<file path="src/rtl/fc_argmax_if.sv">
// Handshake and data bundle between the FC output layer and the argmax back end.
interface fc_argmax_if #(
    parameter int DATA_WIDTH     = 16,
    parameter int output_channel = 10,
    parameter int IDX_WIDTH      = 4
);
    logic                                 start;
    logic [output_channel*DATA_WIDTH-1:0] logits;
    logic                                 busy;
    logic                                 done;
    logic [IDX_WIDTH-1:0]                 class_idx;
    logic [DATA_WIDTH-1:0]                max_value;
    logic                                 nan_flag;

    modport master (
        output start, logits,
        input  busy, done, class_idx, max_value, nan_flag
    );

    modport slave (
        input  start, logits,
        output busy, done, class_idx, max_value, nan_flag
    );
endinterface

</file>
<file path="src/rtl/fc_argmax.sv">
// Serial FP16 argmax: snapshots the logit bus on start, scans one element per
// clock and reports the index, raw value and NaN presence of the largest logit.
module fc_argmax #(
    parameter int DATA_WIDTH     = 16,
    parameter int output_channel = 10,
    parameter int IDX_WIDTH      = 4
) (
    input  logic        clk,
    input  logic        reset,
    fc_argmax_if.slave  bus
);
    localparam int MAN_W = 10;
    localparam int EXP_W = 5;
    localparam logic [IDX_WIDTH-1:0]  LAST_IDX = IDX_WIDTH'(output_channel - 1);
    localparam logic [DATA_WIDTH-1:0] QNAN     = DATA_WIDTH'(16'h7E00);

    typedef enum logic {IDLE, SCAN} state_t;

    state_t                 state_q, state_d;
    logic [DATA_WIDTH-1:0]  snap_q [output_channel];
    logic [IDX_WIDTH-1:0]   cnt_q;
    logic                   cand_vld_q;
    logic [DATA_WIDTH-1:0]  cand_key_q;
    logic [DATA_WIDTH-1:0]  cand_val_q;
    logic [IDX_WIDTH-1:0]   cand_idx_q;
    logic                   nan_acc_q;
    logic                   done_q;
    logic [IDX_WIDTH-1:0]   class_idx_q;
    logic [DATA_WIDTH-1:0]  max_value_q;
    logic                   nan_flag_q;

    logic [DATA_WIDTH-1:0]  elem;
    logic                   elem_nan;
    logic [DATA_WIDTH-1:0]  elem_key;
    logic                   take;
    logic                   fin_vld;
    logic [IDX_WIDTH-1:0]   fin_idx;
    logic [DATA_WIDTH-1:0]  fin_val;
    logic                   fin_nan;
    logic                   last;

    // NaN: exponent all ones with a non-zero mantissa.
    function automatic logic is_nan(input logic [DATA_WIDTH-1:0] v);
        return (&v[DATA_WIDTH-2 -: EXP_W]) && (|v[MAN_W-1:0]);
    endfunction

    // Map FP16 to an unsigned key whose ordering equals numeric ordering;
    // -0 is folded onto +0 so the two compare equal.
    function automatic logic [DATA_WIDTH-1:0] order_key(input logic [DATA_WIDTH-1:0] v);
        logic [DATA_WIDTH-2:0] mag;
        mag = v[DATA_WIDTH-2:0];
        if (mag == '0 || !v[DATA_WIDTH-1])
            return {1'b1, mag};
        else
            return {1'b0, ~mag};
    endfunction

    // Examine the current snapshot element and fold it into the running winner.
    always_comb begin
        elem     = snap_q[cnt_q];
        elem_nan = is_nan(elem);
        elem_key = order_key(elem);
        take     = !elem_nan && (!cand_vld_q || (elem_key > cand_key_q));
        fin_vld  = take || cand_vld_q;
        fin_idx  = take ? cnt_q : cand_idx_q;
        fin_val  = take ? elem  : cand_val_q;
        fin_nan  = nan_acc_q || elem_nan;
        last     = (cnt_q == LAST_IDX);
    end

    // State register.
    always_ff @(posedge clk) begin
        if (!reset) state_q <= IDLE;
        else        state_q <= state_d;
    end

    // Next-state logic: start is only honoured in IDLE; a scan ends on the last element.
    always_comb begin
        state_d = state_q;
        case (state_q)
            IDLE:    if (bus.start) state_d = SCAN;
            SCAN:    if (last)      state_d = IDLE;
            default: state_d = IDLE;
        endcase
    end

    // Moore outputs decoded from state.
    always_comb begin
        bus.busy = (state_q == SCAN);
    end

    // Snapshot capture and per-element candidate tracking.
    always_ff @(posedge clk) begin
        if (!reset) begin
            for (int i = 0; i < output_channel; i++) snap_q[i] <= '0;
            cnt_q      <= '0;
            cand_vld_q <= 1'b0;
            cand_key_q <= '0;
            cand_val_q <= '0;
            cand_idx_q <= '0;
            nan_acc_q  <= 1'b0;
        end else if (state_q == IDLE) begin
            if (bus.start) begin
                for (int i = 0; i < output_channel; i++)
                    snap_q[i] <= bus.logits[i*DATA_WIDTH +: DATA_WIDTH];
                cnt_q      <= '0;
                cand_vld_q <= 1'b0;
                nan_acc_q  <= 1'b0;
            end
        end else begin
            cnt_q     <= cnt_q + IDX_WIDTH'(1);
            nan_acc_q <= fin_nan;
            if (take) begin
                cand_vld_q <= 1'b1;
                cand_key_q <= elem_key;
                cand_val_q <= elem;
                cand_idx_q <= cnt_q;
            end
        end
    end

    // Result registers: updated with a one-cycle done pulse on the last element.
    always_ff @(posedge clk) begin
        if (!reset) begin
            done_q      <= 1'b0;
            class_idx_q <= '0;
            max_value_q <= '0;
            nan_flag_q  <= 1'b0;
        end else begin
            done_q <= 1'b0;
            if (state_q == SCAN && last) begin
                done_q      <= 1'b1;
                class_idx_q <= fin_vld ? fin_idx : '0;
                max_value_q <= fin_vld ? fin_val : QNAN;
                nan_flag_q  <= fin_nan;
            end
        end
    end

    assign bus.done      = done_q;
    assign bus.class_idx = class_idx_q;
    assign bus.max_value = max_value_q;
    assign bus.nan_flag  = nan_flag_q;
endmodule
</file>
<file path="src/flat_wrapper.sv">
// flat-port wrapper written by rule: the top's interface ports become plain ports
module fc_argmax_flat 
#(
    parameter int DATA_WIDTH     = 16,
    parameter int output_channel = 10,
    parameter int IDX_WIDTH      = 4
)
  (clk, reset, bus_start, bus_logits, bus_busy, bus_done, bus_class_idx, bus_max_value, bus_nan_flag);
  fc_argmax_if #(.DATA_WIDTH(DATA_WIDTH), .output_channel(output_channel), .IDX_WIDTH(IDX_WIDTH)) bus_i ();
  input  logic clk;
  input  logic reset;
  input wire logic [$bits(bus_i.start)-1:0] bus_start;
  input wire logic [$bits(bus_i.logits)-1:0] bus_logits;
  output wire logic [$bits(bus_i.busy)-1:0] bus_busy;
  output wire logic [$bits(bus_i.done)-1:0] bus_done;
  output wire logic [$bits(bus_i.class_idx)-1:0] bus_class_idx;
  output wire logic [$bits(bus_i.max_value)-1:0] bus_max_value;
  output wire logic [$bits(bus_i.nan_flag)-1:0] bus_nan_flag;
  assign bus_i.start = bus_start;
  assign bus_i.logits = bus_logits;
  assign bus_busy = bus_i.busy;
  assign bus_done = bus_i.done;
  assign bus_class_idx = bus_i.class_idx;
  assign bus_max_value = bus_i.max_value;
  assign bus_nan_flag = bus_i.nan_flag;
  fc_argmax #(.DATA_WIDTH(DATA_WIDTH), .output_channel(output_channel), .IDX_WIDTH(IDX_WIDTH)) u_core (.clk(clk), .reset(reset), .bus(bus_i));
endmodule
</file>
<file path="config.mk">
export PLATFORM = sky130hd
export DESIGN_NAME = fc_argmax_flat
export DESIGN_NICKNAME = d
export VERILOG_FILES = /design/src/rtl/fc_argmax_if.sv /design/src/rtl/fc_argmax.sv /design/src/flat_wrapper.sv
export SDC_FILE = /design/constraint.sdc
export NUM_CORES = 1
export LEC_CHECK = 0
export ABC_AREA = 1
export CAP_MARGIN = 25
export CORE_MARGIN = 2
export CORE_UTILIZATION = 54
export DETAILED_ROUTE_END_ITERATION = 7
export PLACE_DENSITY = 0.81
export SYNTH_ARGS = -nofsm -noshare
export SYNTH_HDL_FRONTEND = slang
export SYNTH_SLANG_ARGS = --single-unit
</file>
<file path="constraint.sdc">
create_clock -name clk -period 6.7 [get_ports clk]
set_clock_uncertainty 0.15 [all_clocks]
set_input_delay 0.67 -clock clk [delete_from_list [all_inputs] [get_ports clk]]
set_output_delay 0.67 -clock clk [all_outputs]
set_load 0.02 [all_outputs]
</file>
==> results.txt <==
Synth async-reset ratio -> 0%
fmax -> 184.0 MHz
endpoints failing setup -> 0
outcome -> finished clean
remaining antenna violation count -> 0
Worst setup EP type -> flip-flop
area of the multi-input gates -> 3690 sq um
Mapped Cells -> 1425
CP Data Required Time -> 6960 ps
initial antenna violation count -> 0
Max transition margin -> 32.88%
predominant post-synthesis flop cell -> edfxtp_1
Psw -> 908.9 uW
initial core utilization -> 55.30%
Die Span X -> 148.4 um
most frequent cell after synthesis -> nor2_1
Cell Area, Synth -> 11260 sq um
Setup WS post-layout -> 1265 ps
Mean Syn Cell Area -> 7.902 sq um
CTS Buffer Depth -> 3
Remaining Overflow, GRT -> 0
Final Hold Viols -> 0
max cap viols -> 0
storage element area -> 6190 sq um
number of global-route vias before repair -> 8906
Die Height -> 148.4 um
hold buffer count at cts -> 0
initial detailed-routing violation count -> 981
clock root cell -> clkbuf_16
Clock transition at path regs -> 60 ps
vias -> 9379
Synth top area share -> 42.67%
IO Pins -> 186
leading area contributor after synthesis -> edfxtp_1
Mapped Nets -> 1606
worst vdd ir -> 236.1 uV
sequential fraction of the synthesis area -> 54.93%
Core Footprint -> 20360 sq um
Critical Setup Path Class -> reg -> reg
sequential fraction of design power -> 46.8%
RSZ-0062 raised after global routing -> no
Hold Crit Class -> reg -> reg
Clock power frac -> 38.2%
clk_lat worst skew -> 530 ps
antenna cells -> 0
Fin Setup TNS -> 0 ps
Sw Ratio -> 25.62%
CP max FO -> 73
TritonCTS Sinks -> 229
Area contributors post-synth -> edfxtp_1, dfxtp_1, nor2_1
largest net degree at the start of global routing -> 108
combinational power share -> 15.1%
number of H-tree levels -> 1
TritonCTS clock tree -> yes
startpoint types -> flip-flop
Die ar. -> 22020 sq um
Fillers -> 1605
P_int -> 2639 uW
total CTS buffers -> 24
vias per inst -> 5.040
number of flops mapped to enable cells by yosys -> 160
commonest cells in the netlist -> nor2_1, nand2_1, inv_1
first-pass GRT wire length -> 44200 um
drt wl/cell -> 14.58 um
# Post-CTS Setup Buffers -> 0
GRT Total Usage -> 25.05%
Port Buffers -> 185
fin nets -> 1754
max-slew violation count -> 0
P&R area growth vs syn -> 24.34%
Detailed Route WL -> 27130 um
period utilization -> 81.12%
GP Congestion -> 0.8889
Worst Max-Slew Pin Slew -> 1006 ps
post-DP HPWL -> 18800 um
DR pass1 iterations -> 6
library cells used by synthesis -> 32
Synth warnings -> 0
pre-CTS setup slack -> 1351 ps
drc violations -> 0
Tmin final -> 5435 ps
FP Rows -> 52
#FFs+latches synth -> 229
PwrDens -> 253.4 nW/um^2
PostCTS Resize Cnt -> 0
share of cells above drive strength 1 -> 3.520%
CP arrival -> 5690 ps
LEAKAGE -> 0.006641 uW
## flip-flops by register name, indices dropped and copies added, names as in the netlist, named ones only
signal	cells
u_core.cand_idx_q	4
u_core.nan_acc_q	1
u_core.cand_key_q	16
u_core.bus.busy	1
u_core.cand_vld_q	1
u_core.snap_q	160
u_core.bus.class_idx	4
u_core.bus.nan_flag	1
u_core.bus.done	1
u_core.cand_val_q	16
u_core.cnt_q	4
u_core.bus.max_value	16
## through the flow
| step | cell area, sq um | std cells | total power [uW] | util, % | hold slack, ps |
|---|---|---|---|---|---|
| 3_5_place_dp | 13190 | 1817 | 2214 | 64.77 | 292.2 |
| 6_report | 14000 | 1861 | 3548 | 68.76 | 299.6 |
| 5_1_grt | 14000 | 1861 | 3695 | 68.76 | 330.3 |
| 3_3_place_gp | 13190 | 1817 | 2199 | 64.77 | 287.1 |
| 2_1_floorplan | 11260 | 1425 | 2020 | - | 294.2 |
| 4_1_cts | 14000 | 1861 | 3557 | 68.76 | 303.2 |
## layout by cell type (no fill, tap or decap), drive strengths merged, types with 2 or more instances in the layout
cell	count
o31ai	2
clkbuf	34
nand2	289
buf	7
nor3	3
ha	18
a21oi	25
clkdlybuf4s50	184
clkinvlp	2
nand3	114
dfxtp	69
bufinv	2
edfxtp	160
nor2	305
inv	285
o21ai	70
clkinv	7
o211ai	8
## critical path, stage by stage (launching register included)
cell and delay (ps):
dfxtp_4 570, buf_4 580, nor2_1 110, nor2_1 100
o21ai_0 200, nand3_1 140, nand3_1 90, nand2_1 270
nor2_1 70, nand2_1 60, nor2_1 50, nand2_2 220
nand2_2 260, nand2_1 120, nand2_1 90, ha_1 300
inv_1 60, o31ai_1 250, nand2_1 80, nand2_1 60
nand2_1 50, nand2_1 60, nand2_1 50, nand2_1 260
nand3_4 610, o21ai_1 340, nor2_1 70
## layer usage
metal	up-vias	global-route usage (%)	share of wire (%)
met1	4241	35.41	43
met4	0	8.667	3.3
met2	403	40.16	46
li1	4679	-	-
met3	56	3.313	7.7
met5	-	0	0
## cells by family after synthesis
group           after synthesis  share of synthesized area, %
buf+inv                     355                         12.41
fa+ha+maj                    18                         2.000
simple gates                714                         25.37
compound gates              109                         5.289
flops                       229                         54.93
## worst paths after layout
path / from / to / slack [ps] / depth (start not counted)
worst max register to register: flip-flop / u_core.cand_val_q[1] / 1260 / 26
worst max-delay path: flip-flop / u_core.cand_val_q[1] / 1260 / 26
worst min-delay path: u_core.bus.max_value[8] / u_core.bus.max_value[8] / 300 / 2
worst min register to register: u_core.bus.max_value[8] / u_core.bus.max_value[8] / 300 / 2
## power by group through the flow
| stage | clock network (uW) | registers [uW] | logic [uW] |
|---|---|---|---|
| after floorplan | 0 | 1680 | 340 |
| after global placement | 0 | 1680 | 515 |
| after detailed placement | 0 | 1690 | 527 |
| after CTS | 1370 | 1660 | 532 |
| after global routing | 1420 | 1670 | 603 |
| final | 1350 | 1660 | 534 |
## cell type report
type / instances / share of cell area [%]
multi-input cells: 841 / 26.35
clock inverters: 10 / 0.8668
repair buffers: 191 / 13.51
flip-flops and latches: 229 / 44.21
well taps: 270 / 2.413
inverters: 286 / 7.721
clock buffers: 34 / 4.933
Power figures use the tool's default switching activity.
